<file path="src/rtl/core_pkg.sv">
// Shared types and sizing for the register-pending hazard scoreboard.
package core_pkg;

  localparam int NUM_REGS = 32;
  localparam int REG_W    = $clog2(NUM_REGS);
  localparam int MAX_LAT  = 15;
  localparam int LAT_W    = $clog2(MAX_LAT + 1);

  // One tracked register: pending write, variable-latency marker, fixed countdown.
  typedef struct packed {
    logic             pending;
    logic             is_var;
    logic [LAT_W-1:0] cnt;
  } sb_entry_t;

  // Saturate a requested latency to the largest countdown we support.
  function automatic logic [LAT_W-1:0] clamp_lat(input logic [LAT_W-1:0] lat);
    if (int'(lat) > MAX_LAT) begin
      return LAT_W'(MAX_LAT);
    end
    return lat;
  endfunction

endpackage

</file>
<file path="src/rtl/sb_entry.sv">
// Scoreboard state for one architectural register: set on issue, count down
// (fixed latency) or wait for a completion (variable latency), cleared by flush.
// Optional bypass awareness: SCOREBOARD_FWD_EN hides a fixed entry from RAW checks
// in its last countdown cycle, since the result can be forwarded next cycle.
module sb_entry
  import core_pkg::*;
(
  input  logic             clk_i,
  input  logic             rst_i,
  input  logic             set_i,
  input  logic [LAT_W-1:0] lat_i,
  input  logic             busywait_i,
  input  logic             complete_i,
  input  logic             flush_i,
  output logic             pending_o,
  output logic             raw_vis_o
);

  sb_entry_t entry;

  // Flush wins over everything; a new issue can never coincide with a live entry.
  always_ff @(posedge clk_i or negedge rst_i) begin
    if (!rst_i) begin
      entry <= '0;
    end else if (flush_i) begin
      entry <= '0;
    end else if (set_i) begin
      entry.pending <= 1'b1;
      entry.is_var  <= (lat_i == '0);
      entry.cnt     <= clamp_lat(lat_i);
    end else if (entry.pending && entry.is_var) begin
      if (complete_i) begin
        entry <= '0;
      end
    end else if (entry.pending && !busywait_i) begin
      if (entry.cnt == LAT_W'(1)) begin
        entry <= '0;
      end else begin
        entry.cnt <= entry.cnt - LAT_W'(1);
      end
    end
  end

  assign pending_o = entry.pending;

`ifdef SCOREBOARD_FWD_EN
  assign raw_vis_o = entry.pending & ~(~entry.is_var & (entry.cnt == LAT_W'(1)));
`else
  assign raw_vis_o = entry.pending;
`endif

endmodule

</file>
<file path="src/rtl/hazard_scoreboard.sv">
// Register-pending scoreboard at the ID/EX boundary. Detects RAW/WAW hazards
// against in-flight writes, records accepted issues, and cancels the previous
// cycle's issue on a branch flush. SCOREBOARD_FWD_EN (in sb_entry) relaxes RAW
// checks for fixed results about to reach the bypass network.
module hazard_scoreboard
  import core_pkg::*;
(
  input  logic                clk_i,
  input  logic                rst_i,
  input  logic                busywait_i,
  input  logic                flush_i,
  input  logic                issue_valid_i,
  input  logic                issue_wb_en_i,
  input  logic [REG_W-1:0]    issue_rd_i,
  input  logic [LAT_W-1:0]    issue_lat_i,
  input  logic [REG_W-1:0]    issue_rs1_i,
  input  logic                issue_rs1_used_i,
  input  logic [REG_W-1:0]    issue_rs2_i,
  input  logic                issue_rs2_used_i,
  input  logic                complete_valid_i,
  input  logic [REG_W-1:0]    complete_rd_i,
  output logic                stall_o,
  output logic                issue_accept_o,
  output logic [NUM_REGS-1:0] pending_o,
  output logic                busy_o
);

  logic [NUM_REGS-1:0] pend_vec;
  logic [NUM_REGS-1:0] raw_vis;
  logic                raw1;
  logic                raw2;
  logic                waw;
  logic                creates;
  logic                last_valid;
  logic [REG_W-1:0]    last_rd;

  // Hazard compare and issue decision for the instruction sitting in ID.
  always_comb begin
    raw1           = 1'b0;
    raw2           = 1'b0;
    waw            = 1'b0;
    raw1           = issue_rs1_used_i & (issue_rs1_i != '0) & raw_vis[issue_rs1_i];
    raw2           = issue_rs2_used_i & (issue_rs2_i != '0) & raw_vis[issue_rs2_i];
    waw            = issue_wb_en_i & (issue_rd_i != '0) & pend_vec[issue_rd_i];
    stall_o        = issue_valid_i & (raw1 | raw2 | waw);
    issue_accept_o = issue_valid_i & ~stall_o & ~busywait_i & ~flush_i;
    creates        = issue_accept_o & issue_wb_en_i & (issue_rd_i != '0);
  end

  // Remember which entry the previous cycle created so a flush can cancel it.
  always_ff @(posedge clk_i or negedge rst_i) begin
    if (!rst_i) begin
      last_valid <= 1'b0;
      last_rd    <= '0;
    end else begin
      last_valid <= creates;
      last_rd    <= issue_rd_i;
    end
  end

  for (genvar g = 0; g < NUM_REGS; g++) begin : g_reg
    if (g == 0) begin : g_zero
      assign pend_vec[g] = 1'b0;
      assign raw_vis[g]  = 1'b0;
    end else begin : g_track
      sb_entry u_entry (
        .clk_i      (clk_i),
        .rst_i      (rst_i),
        .set_i      (creates & (issue_rd_i == REG_W'(g))),
        .lat_i      (issue_lat_i),
        .busywait_i (busywait_i),
        .complete_i (complete_valid_i & (complete_rd_i == REG_W'(g))),
        .flush_i    (flush_i & last_valid & (last_rd == REG_W'(g))),
        .pending_o  (pend_vec[g]),
        .raw_vis_o  (raw_vis[g])
      );
    end
  end

  assign pending_o = pend_vec;
  assign busy_o    = |pend_vec;

endmodule

</file>
<file path="config.mk">
export PLATFORM = sky130hd
export DESIGN_NAME = hazard_scoreboard
export DESIGN_NICKNAME = d
export VERILOG_FILES = /design/src/rtl/core_pkg.sv /design/src/rtl/sb_entry.sv /design/src/rtl/hazard_scoreboard.sv
export SDC_FILE = /design/constraint.sdc
export NUM_CORES = 1
export LEC_CHECK = 0
export CORE_ASPECT_RATIO = 1.25
export CORE_MARGIN = 2
export CORE_UTILIZATION = 40
export CTS_CLUSTER_SIZE = 12
export DETAILED_ROUTE_END_ITERATION = 12
export PLACE_DENSITY_LB_ADDON = 0.05
export SLEW_MARGIN = 20
export SYNTH_ARGS = -nofsm -noshare
export SYNTH_HDL_FRONTEND = slang
export SYNTH_SLANG_ARGS = --single-unit
</file>
<file path="constraint.sdc">
create_clock -name clk_i -period 2.5 [get_ports clk_i]
set_input_delay 0.25 -clock clk_i [delete_from_list [all_inputs] [get_ports clk_i]]
set_output_delay 0.25 -clock clk_i [all_outputs]
set_load 0.02 [all_outputs]
</file>
==> results by group <==
Critical path
  – CP max stage cell: mux4_2
  – R2R setup slack: -320 ps
  – Worst reg2reg endpoint: g_reg[31].g_track.u_entry.entry[0]
  – Crit Path Category: reg2out
  – WP buf/inv: 1
  – Delay-heaviest family, CP: multiplexers
  – Crit path top cell by count: mux4_2
  – Max Fanout on Critical Path: 3
  – Worst reg2reg path depth: 9
  – CP Data Required Time: 2250 ps
  – Reg2reg start: g_reg[19].g_track.u_entry.pending_o
  – Element type at the critical path end: output pin
  – Slowest cell delay on critical path: 480 ps
  – Worst path cell trace: mux4_2, mux4_2, and3_4, a31oi_4, nand2_4, and2_4, buf_6
  – Critical path data arrival time: 2640 ps
  – Crit start category: flop

STA
  – Final Critical Period: between 2000 and 3000 ps
  – Max Freq: 346.2 MHz
  – Final hold vios: 0
  – Final setup viols: 185
  – RSZ-0062 raised after global routing: true
  – Relative slew slack: a little over half
  – Tcrit/Tclk final: 115.5%
  – Worst Skew: 9.593 ps
  – Max-slew violation total from the final report: 0
  – Slew @ Worst Pin: 703.9 ps
  – Final worst slack: -388.3 ps

Logic synthesis
  – Register area share after synthesis: around a third
  – Multiplexer share of the synthesized area: 17.82%
  – Post-Synth XOR/XNOR Area: 0%
  – Asr flop ratio synth: 100.0%
  – Synth Flop Type: dfrtp_1
  – Yosys top cell area share: 33.06%
  – Area leader, netlist: dfrtp_1
  – Post-Synth Adder-Cell Area: 5.338%
  – Compound-gate portion of the synthesized area: 16.36%
  – Main area contributors after synthesis: dfrtp_1 33%, mux2i_1 7.2%, mux2_4 7.0%
  – Netlist cell types: 66
  – Mean Syn Cell Area: 9.498 um^2
  – Warnings, synthesis: 0
  – Simple-Gate Fraction of Synth Area: 21.08%
  – Most common cell in the synthesized netlist: dfrtp_1
  – Synth top cells by count: 192 x dfrtp_1, 126 x nand2_1, 113 x nor2_1
  – Mapped Nets: around 1600
  – Cells after Synth: 1530
  – Yosys reg bits: between 150 and 200
  – Main combinational cell family by area after synthesis: simple AND/OR/NAND/NOR gates
  – Synth Cell Area: about 15000 um^2
  – EDFF count, synth: 0

Power
  – Pwr Density: 739.3 nW/um^2
  – Switching Fraction: a little under two fifths
  – Overall power: 13.77 mW
  – Flop pwr share: between 30% and 40%
  – Pint: between 8 and 9 mW
  – Peak supply drop: roughly 0.00049 V
  – LEAKAGE: 8.726 nW
  – Psw: 5.222 mW
  – Gate power share: a little over two fifths
  – Clock Power Share: 21.2%

Clock network
  – Clock Path Buffers: 2
  – Htree depth: 4
  – # clock sinks: 192
  – CTS tree: done
  – Total CTS buffers: 17
  – Worst-skew pair later-pin latency: 470 ps
  – Clock root cell: clkbuf_16
  – CTS clk-pin slew, worst paths: roughly 80 ps

GRT
  – First-pass GRT wire length: 73970 um
  – GRT overflow: 0
  – Tot GR Track Use: 25.60%
  – Vias in the first global route: 12720
  – Largest net degree at the start of global routing: 63
  – Initial antenna violation count: 0

Detailed routing
  – Vias post-DR: roughly 13000
  – TritonRoute pass-1 iters: 5
  – Routed wire length: 47840 um
  – DRC Markers: 0
  – Routed vias/inst: about 5.6
  – ANT nets after route: 0
  – Routed len/inst: between 20 and 25 um
  – DRC violation total after the first TritonRoute iteration: 791

Floorplan
  – Placeable Area: between 30000 and 40000 um^2
  – Die W: around 170 um
  – Initial Util: 40.36%
  – Num ports: approximately 70
  – FP Rows: 78
  – Die area: 37880 um^2
  – Die height: 217.1 um

Layout
  – Share of cells above drive strength 1: 28.64%
  – Fillers: 3330
  – P&R area growth vs syn: 28.16%
  – Final core utilization: 51.72%
  – Final Cell Area: 18630 um^2
  – # diodes: 0
  – Final nets: 1894

Placement
  – Port Buffer Count: 66
  – Post-DP HPWL: ~35000 um
  – GPL Wtd Cong: 0.8837
  – Area after DPL: ~17000 um^2

Min path
  – Min-Delay Path Class: in2async

Status
  – Status: complete, but fails checks
  – Violated checks: negative setup slack

Job
  – Maxcap violations: 0
[through the flow]
step / cells / hold slack (ps) / setup slack [ps] / TNS [ps]
floorplan: 1530 / -45.59 / -90.51 / -6289
global placement: 2238 / 315.0 / -907.8 / -125040
detailed placement: 2238 / 311.8 / -927.4 / -130780
CTS: 2277 / 365.9 / -394.0 / -44230
global route: 2292 / 383.3 / -454.7 / -50740
finish: 2292 / 356.5 / -388.3 / -37010
[worst max-delay path by stage]
stage	startpoint	cells past startpoint	end
floorplan	g_reg[20].g_track.u_entry.pending_o	8	g_reg[29].g_track.u_entry.entry[3]
global placement	issue_rs1_i[0]	9	issue_accept_o
detailed placement	issue_rs1_i[0]	9	issue_accept_o
CTS	g_reg[19].g_track.u_entry.pending_o	7	stall_o
global route	g_reg[19].g_track.u_entry.pending_o	7	stall_o
finish	g_reg[19].g_track.u_entry.pending_o	7	stall_o
[power groups by stage]
| stage | Clock (mW) | Combinational (mW) | Sequential [mW] |
|---|---|---|---|
| floorplan | 0 | 4.23 | 4.81 |
| global placement | 0 | 5.54 | 5.02 |
| detailed placement | 0 | 5.68 | 5.02 |
| CTS | 3.00 | 5.77 | 4.99 |
| global route | 3.11 | 6.56 | 5.15 |
| finish | 2.92 | 5.84 | 5.01 |
[final cells by class]
cell class	instances	area, um^2	share of cell area, %
Timing Repair Buffer	346	3324	17.85
Sequential cell	192	4810	25.82
Multi-Input combinational cell	1154	8957	48.09
Clock inverter	15	177.7	0.9539
Inverter	88	330.3	1.773
Clock buffer	17	425.4	2.284
Tap cell	480	600.6	3.224
[worst register-to-register path, cell delays in order (launching register included)]
cell	delay, ps
dfrtp_2	450
mux4_2	480
mux4_2	470
and3_4	170
a31oi_4	190
buf_6	140
buf_12	140
buf_12	150
nand3_4	170
mux2_4	350
[repair_timing]
| item | 4_1_cts | 5_1_grt |
|---|---|---|
| cloned | 1 | 1 |
| buffers inserted | 5 | 15 |
| setup endpoints to repair | 180 | 189 |
| hold buffers | 1 | 0 |
| gates resized for setup | 33 | 103 |
| pin swaps | 2 | 14 |
| endpoints found under the hold margin | 57 | 0 |
[logic make-up (layout without fill, tap and decap cells)]
group | after synthesis | after routing
AO/OA/AOI/OAI | 358 | 358
adder cells (fa/ha/maj) | 62 | 62
other | 1 | 1
multiplexers | 200 | 200
buffers and inverters | 184 | 466
flip-flops | 192 | 192
AND/OR/NAND/NOR | 533 | 533
[registers in the layout, indices dropped and copies added (netlist names)]
name and cells:
g.g_track.u_entry.pending_o 31, last_valid 1, g.g_track.u_entry.entry 155, last_rd 5
[layer usage]
metal | global-route usage [%] | part of all wire, % | up-vias
li1 | - | - | 6133
met1 | 33.48 | 45 | 6359
met2 | 43.40 | 49 | 290
met3 | 4.298 | 4.3 | 59
met4 | 7.675 | 2.3 | 0
met5 | 0 | 0 | -
[placed cells by master, fill, tap and decap left out, drive strengths merged, types with 4 or more instances in the layout]
cell type | Yosys | layout
inv | 87 | 94
o22ai | 8 | 8
nand3 | 35 | 35
nor2 | 113 | 113
o21bai | 8 | 8
clkbuf | 40 | 19
or4 | 16 | 16
mux2 | 78 | 78
o221ai | 6 | 6
o31a | 4 | 4
o31ai | 39 | 39
a22o | 19 | 19
ha | 62 | 62
a31o | 20 | 20
nor3b | 12 | 12
clkinv | 1 | 5
or3 | 9 | 9
a21o | 17 | 17
buf | 54 | 283
nor2b | 21 | 21
or2 | 16 | 16
a211oi | 4 | 4
a221o | 6 | 6
clkdlybuf4s50 | 0 | 59
nor3 | 79 | 79
nor4 | 30 | 30
o21ai | 75 | 75
o211ai | 5 | 5
mux4 | 17 | 17
nor4b | 4 | 4
nand3b | 13 | 13
a22oi | 26 | 26
dfrtp | 192 | 192
nand2 | 126 | 126
a31oi | 12 | 12
nand2b | 41 | 41
a21oi | 87 | 87
a2111oi | 8 | 8
mux2i | 105 | 105
(Power assumes the default switching activity.)
